===== config.mk =====
export PLATFORM = sky130hd
export DESIGN_NAME = vga_timing_gen
export DESIGN_NICKNAME = d
export VERILOG_FILES = /design/src/rtl/vga_timing_gen.sv
export SDC_FILE = /design/constraint.sdc
export NUM_CORES = 1
export LEC_CHECK = 0
export CORE_ASPECT_RATIO = 2
export CORE_UTILIZATION = 30
export DETAILED_ROUTE_END_ITERATION = 10
export PLACE_DENSITY_LB_ADDON = 0.12
export SYNTH_ARGS = -nofsm -noshare
export SYNTH_HDL_FRONTEND = slang
export SYNTH_SLANG_ARGS = --single-unit

===== constraint.sdc =====
create_clock -name clk_i -period 3.6 [get_ports clk_i]
set_input_delay 0.72 -clock clk_i [delete_from_list [all_inputs] [get_ports clk_i]]
set_output_delay 0.72 -clock clk_i [all_outputs]
set_load 0.05 [all_outputs]

===== src/rtl/vga_timing_gen.sv =====
// VGA raster timing generator: pixel enable, position counters, registered
// sync/active decode and per-frame strobes with a 16-bit frame counter.
module vga_timing_gen #(
    parameter int   H_ACTIVE = 640,
    parameter int   H_FP     = 16,
    parameter int   H_SYNC   = 96,
    parameter int   H_BP     = 48,
    parameter int   V_ACTIVE = 480,
    parameter int   V_FP     = 10,
    parameter int   V_SYNC   = 2,
    parameter int   V_BP     = 33,
    parameter int   CLK_DIV  = 2,
    parameter logic SYNC_POL = 1'b0
) (
    input  logic        clk_i,
    input  logic        rst_ni,
    output logic        pixel_ce_o,
    output logic [9:0]  draw_xpos_o,
    output logic [9:0]  draw_ypos_o,
    output logic        display_o,
    output logic        hsync_o,
    output logic        vsync_o,
    output logic        frame_start_o,
    output logic        vblank_start_o,
    output logic [15:0] frame_count_o
);

    localparam int H_TOTAL = H_ACTIVE + H_FP + H_SYNC + H_BP;
    localparam int V_TOTAL = V_ACTIVE + V_FP + V_SYNC + V_BP;
    localparam int DIV_W   = (CLK_DIV > 1) ? $clog2(CLK_DIV) : 1;

    localparam logic [DIV_W-1:0] DIV_LAST_C = DIV_W'(CLK_DIV - 1);
    localparam logic [9:0]       H_LAST_C   = 10'(H_TOTAL - 1);
    localparam logic [9:0]       V_LAST_C   = 10'(V_TOTAL - 1);
    // 11-bit bounds so an end-of-range equal to 1024 still compares correctly
    localparam logic [10:0]      H_ACT_C    = 11'(H_ACTIVE);
    localparam logic [10:0]      V_ACT_C    = 11'(V_ACTIVE);
    localparam logic [10:0]      HS_BEG_C   = 11'(H_ACTIVE + H_FP);
    localparam logic [10:0]      HS_END_C   = 11'(H_ACTIVE + H_FP + H_SYNC);
    localparam logic [10:0]      VS_BEG_C   = 11'(V_ACTIVE + V_FP);
    localparam logic [10:0]      VS_END_C   = 11'(V_ACTIVE + V_FP + V_SYNC);

    generate
        if (H_TOTAL > 1024 || V_TOTAL > 1024 || CLK_DIV < 1) begin : g_param_err
            $error("vga_timing_gen: totals must be <= 1024 and CLK_DIV >= 1");
        end
    endgenerate

    logic [DIV_W-1:0] div_q, div_d;
    logic [9:0]       xpos_q, xpos_d;
    logic [9:0]       ypos_q, ypos_d;
    logic             pixel_ce_q, pixel_ce_d;
    logic             display_q, display_d;
    logic             hsync_q, hsync_d;
    logic             vsync_q, vsync_d;
    logic             frame_start_q, frame_start_d;
    logic             vblank_start_q, vblank_start_d;
    logic [15:0]      frame_count_q, frame_count_d;
    logic             tick_s;
    logic [10:0]      x_ext_s, y_ext_s;

    // Next-state: divider, position advance and decode of the new position
    always_comb begin
        tick_s = (div_q == DIV_LAST_C);
        div_d  = tick_s ? {DIV_W{1'b0}} : (div_q + DIV_W'(1));
        xpos_d = xpos_q;
        ypos_d = ypos_q;
        if (tick_s) begin
            if (xpos_q == H_LAST_C) begin
                xpos_d = 10'd0;
                if (ypos_q == V_LAST_C) begin
                    ypos_d = 10'd0;
                end else begin
                    ypos_d = ypos_q + 10'd1;
                end
            end else begin
                xpos_d = xpos_q + 10'd1;
            end
        end else begin
            xpos_d = xpos_q;
        end

        // Decode the position being loaded so outputs line up with it
        x_ext_s        = {1'b0, xpos_d};
        y_ext_s        = {1'b0, ypos_d};
        pixel_ce_d     = tick_s;
        display_d      = (x_ext_s < H_ACT_C) && (y_ext_s < V_ACT_C);
        hsync_d        = ((x_ext_s >= HS_BEG_C) && (x_ext_s < HS_END_C)) ? SYNC_POL : ~SYNC_POL;
        vsync_d        = ((y_ext_s >= VS_BEG_C) && (y_ext_s < VS_END_C)) ? SYNC_POL : ~SYNC_POL;
        frame_start_d  = tick_s && (xpos_d == 10'd0) && (ypos_d == 10'd0);
        vblank_start_d = tick_s && (xpos_d == 10'd0) && (y_ext_s == V_ACT_C);
        if (frame_start_d) begin
            frame_count_d = frame_count_q + 16'd1;
        end else begin
            frame_count_d = frame_count_q;
        end
    end

    // State registers; reset parks on the last pixel so the first tick lands on (0,0)
    always_ff @(posedge clk_i or negedge rst_ni) begin
        if (!rst_ni) begin
            div_q          <= {DIV_W{1'b0}};
            xpos_q         <= H_LAST_C;
            ypos_q         <= V_LAST_C;
            pixel_ce_q     <= 1'b0;
            display_q      <= 1'b0;
            hsync_q        <= ~SYNC_POL;
            vsync_q        <= ~SYNC_POL;
            frame_start_q  <= 1'b0;
            vblank_start_q <= 1'b0;
            frame_count_q  <= 16'd0;
        end else begin
            div_q          <= div_d;
            xpos_q         <= xpos_d;
            ypos_q         <= ypos_d;
            pixel_ce_q     <= pixel_ce_d;
            display_q      <= display_d;
            hsync_q        <= hsync_d;
            vsync_q        <= vsync_d;
            frame_start_q  <= frame_start_d;
            vblank_start_q <= vblank_start_d;
            frame_count_q  <= frame_count_d;
        end
    end

    assign pixel_ce_o     = pixel_ce_q;
    assign draw_xpos_o    = xpos_q;
    assign draw_ypos_o    = ypos_q;
    assign display_o      = display_q;
    assign hsync_o        = hsync_q;
    assign vsync_o        = vsync_q;
    assign frame_start_o  = frame_start_q;
    assign vblank_start_o = vblank_start_q;
    assign frame_count_o  = frame_count_q;

endmodule


==> flow_metrics.tcl <==
set metrics [dict create \
    yosysMostFrequentCell "dfrtp_1" \
    crit_path_end_kind "register" \
    path_class "reg2reg" \
    clockRootBuffer "clkbuf_16" \
    drt_iter0_drc 105 \
    cts_setup_buffers 0 \
    pin_count 44 \
    netlist_area_um2 2400 \
    synth.area.top_cells "dfrtp_1, dfstp_2, xor2_1" \
    port_buffers 43 \
    clk_pin_slew_worst_paths_ns 0.06 \
    num-fill-cells 796 \
    fin_nets 292 \
    max_slew.worst_pin.slew_ns 1.00 \
    netlist-cell-type-count 50 \
    synthCells 234 \
    synth_top_area_cell "dfrtp_1" \
    start_util 0.314 \
    outcome "finished clean" \
    cts.sinks 43 \
    synth_common_cells "dfrtp_1, nand3_1, xor2_1" \
    layout-drive-gt1-share 0.192 \
    regToRegSetupSlack_ns 0.19 \
    cts-resized-gates 0 \
    post_dp_cell_area_um2 3010 \
    cts_tree "built" \
    hold_path_class "reg2reg" \
    synth_edf_count 0 \
    finalSetupViolCount 0 \
    finalHoldViolations 0 \
    die_x_um 65.3 \
    dieHeight_um 129 \
    die_area_um2 8400 \
    place_congestion 0.824 \
    cts_buffers 5 \
    cts_hold_buf 0 \
    clk_latency_ns 0.29 \
    grt_overflow_total 0 \
    syn_to_final_growth_pct 31.6 \
    antenna_found_initial 0 \
    yosysTopAreaCellShare 0.323 \
    routed_via_density 5.22 \
    worst_hold_path.endpoint "frame_count_o[15]" \
    synth-seq-cells 43 \
    totalWireLength_um 6580 \
    rows 45 \
    power.density_nw_per_um2 311 \
    worstHoldPathCells 1 \
    synth.avg_cell_area_um2 10.3 \
    reg2reg_depth 8 \
    timing.rr.start "draw_xpos_o[9]" \
    final_util 0.413 \
    vias 1990 \
    grt_pass1_vias 2004 \
    drtPass1Iterations 4 \
    slew_violations 0 \
    fin_skew_ns 0.00507 \
    max_freq_mhz 293 \
    fin_crit_ns 3.41 \
    ir_worst_vdd_v 0.000257 \
    grt_usage 0.167 \
    slew_headroom 0.332 \
    fp.coreArea_um2 7660 \
    reg2reg_to "frame_count_o[5]" \
    wl_per_cell_um 17.3 \
    clockBufferDepth 2 \
    ant_nets 0 \
    p_leak_nw 1.35 \
    fin_tns_setup_ns 0 \
    fin_crit_sh 0.948 \
    synth-warning-count 0 \
    synth_nets 240 \
    ys.flop_type "dfrtp_1" \
    hp-start "frame_count_o[15]" \
    dp_hpwl_um 4980 \
    cp.required_ns 3.82 \
    path_max_fanout 12 \
    fin_area_um2 3170 \
    grt_max_degree 44 \
    num_antenna_cells 0 \
    cp.arrival_ns 3.63 \
    start_kind "register" \
    rsz0062_at_grt "no" \
    max_cap_violations 0 \
    async_flop_share 1.00 \
    grt_pass1_wl_um 10500 \
    ctsHtreeMaxLevel 2 \
    drcViolationCount 0 \
    ys_seq_area_frac 0.454 \
]
## critical path, cell delays in order, from the launching register on
cell	delay, ns
dfstp_2	0.54
or3b_1	0.47
or4_4	0.62
a22oi_1	0.27
nand4_1	0.11
or4_4	0.58
buf_4	0.22
nor4b_1	0.36
xor2_1	0.17
## cell usage in the layout (no fill, tap or decap), types with 4 or more instances in the layout
master           Yosys  layout
inv_1                7       7
dfstp_2             12      12
nand3_1             20      20
nand2_1             17      17
or4_4                2       4
dfrtp_1             31      29
and3_1              10      10
nor2_1              12      12
clkdlybuf4s50_1      0      42
ha_1                 4       4
nor3_1               7       7
a21oi_1              6       6
xor2_1              19      19
buf_4                0      14
clkbuf_16            0       5
xnor2_1              8       8
nand4_1              9       9
nor4_2              10      10
nor2b_1              5       5
## how the worst max path moves through the flow
stage | startpoint | slack, ns | end
after floorplan | draw_xpos_o[9] | 0.005 | frame_count_o[3]
after global placement | draw_xpos_o[9] | 0.16 | frame_count_o[15]
after detailed placement | draw_xpos_o[9] | 0.1 | frame_count_o[5]
after CTS | draw_xpos_o[9] | 0.09 | frame_count_o[5]
after global routing | draw_xpos_o[0] | 0.05 | frame_count_o[5]
final | draw_xpos_o[9] | 0.19 | frame_count_o[5]
## metrics by stage
| step | power, mW | instances | hold slack [ns] | worst slack (ns) |
|---|---|---|---|---|
| after CTS | 0.991 | 381 | 0.477 | 0.0888 |
| final | 0.984 | 381 | 0.476 | 0.188 |
| after global routing | 1.01 | 381 | 0.490 | 0.0501 |
| after detailed placement | 0.503 | 373 | 0.458 | 0.0984 |
| after global placement | 0.503 | 373 | 0.469 | 0.159 |
| after floorplan | 0.492 | 234 | 0.403 | 0.00486 |
## state kept, by name (all words and copies together), names as in the netlist
register        flops
draw_ypos_o        10
frame_count_o      16
draw_xpos_o        10
display_o           1
hsync_o             1
pixel_ce_o          1
div_q               1
frame_start_o       1
vsync_o             1
vblank_start_o      1
## report_power, final
part           internal, mW  switching (mW)  total (mW)  leakage [nW]
sequential            0.484               0       0.484         0.546
combinational      0.000394         0.00949     0.00988         0.732
clock                 0.296           0.195       0.491        0.0772
## logic make-up after synthesis
kind of cell | count (synthesis) | share of synthesized area
XOR/XNOR | 29 | 0.112
AO/OA/AOI/OAI | 24 | 0.0728
AND/OR/NAND/NOR | 112 | 0.289
adder cells (fa/ha/maj) | 4 | 0.0208
flip-flops | 43 | 0.454
multiplexers | 3 | 0.0135
buffers and inverters | 19 | 0.0385
## final cells by class
cell class	count	area (um^2)	share of cell area
inverter	7	26.3	0.00830
multi-input combinational	172	1240	0.392
tap	94	118	0.0372
sequential	43	1090	0.345
timing repair buffer	57	531	0.168
clock buffer	8	156	0.0494
## per-layer routing
layer,track usage,part of all wire,up-vias,wire [um]
li1,-,-,947,-
met1,0.168,0.36,985,2390
met2,0.318,0.57,46,3780
met3,0.0275,0.035,12,228
met4,0.0806,0.027,0,180
met5,0,0,-,0
Power figures use the tool's default switching activity.
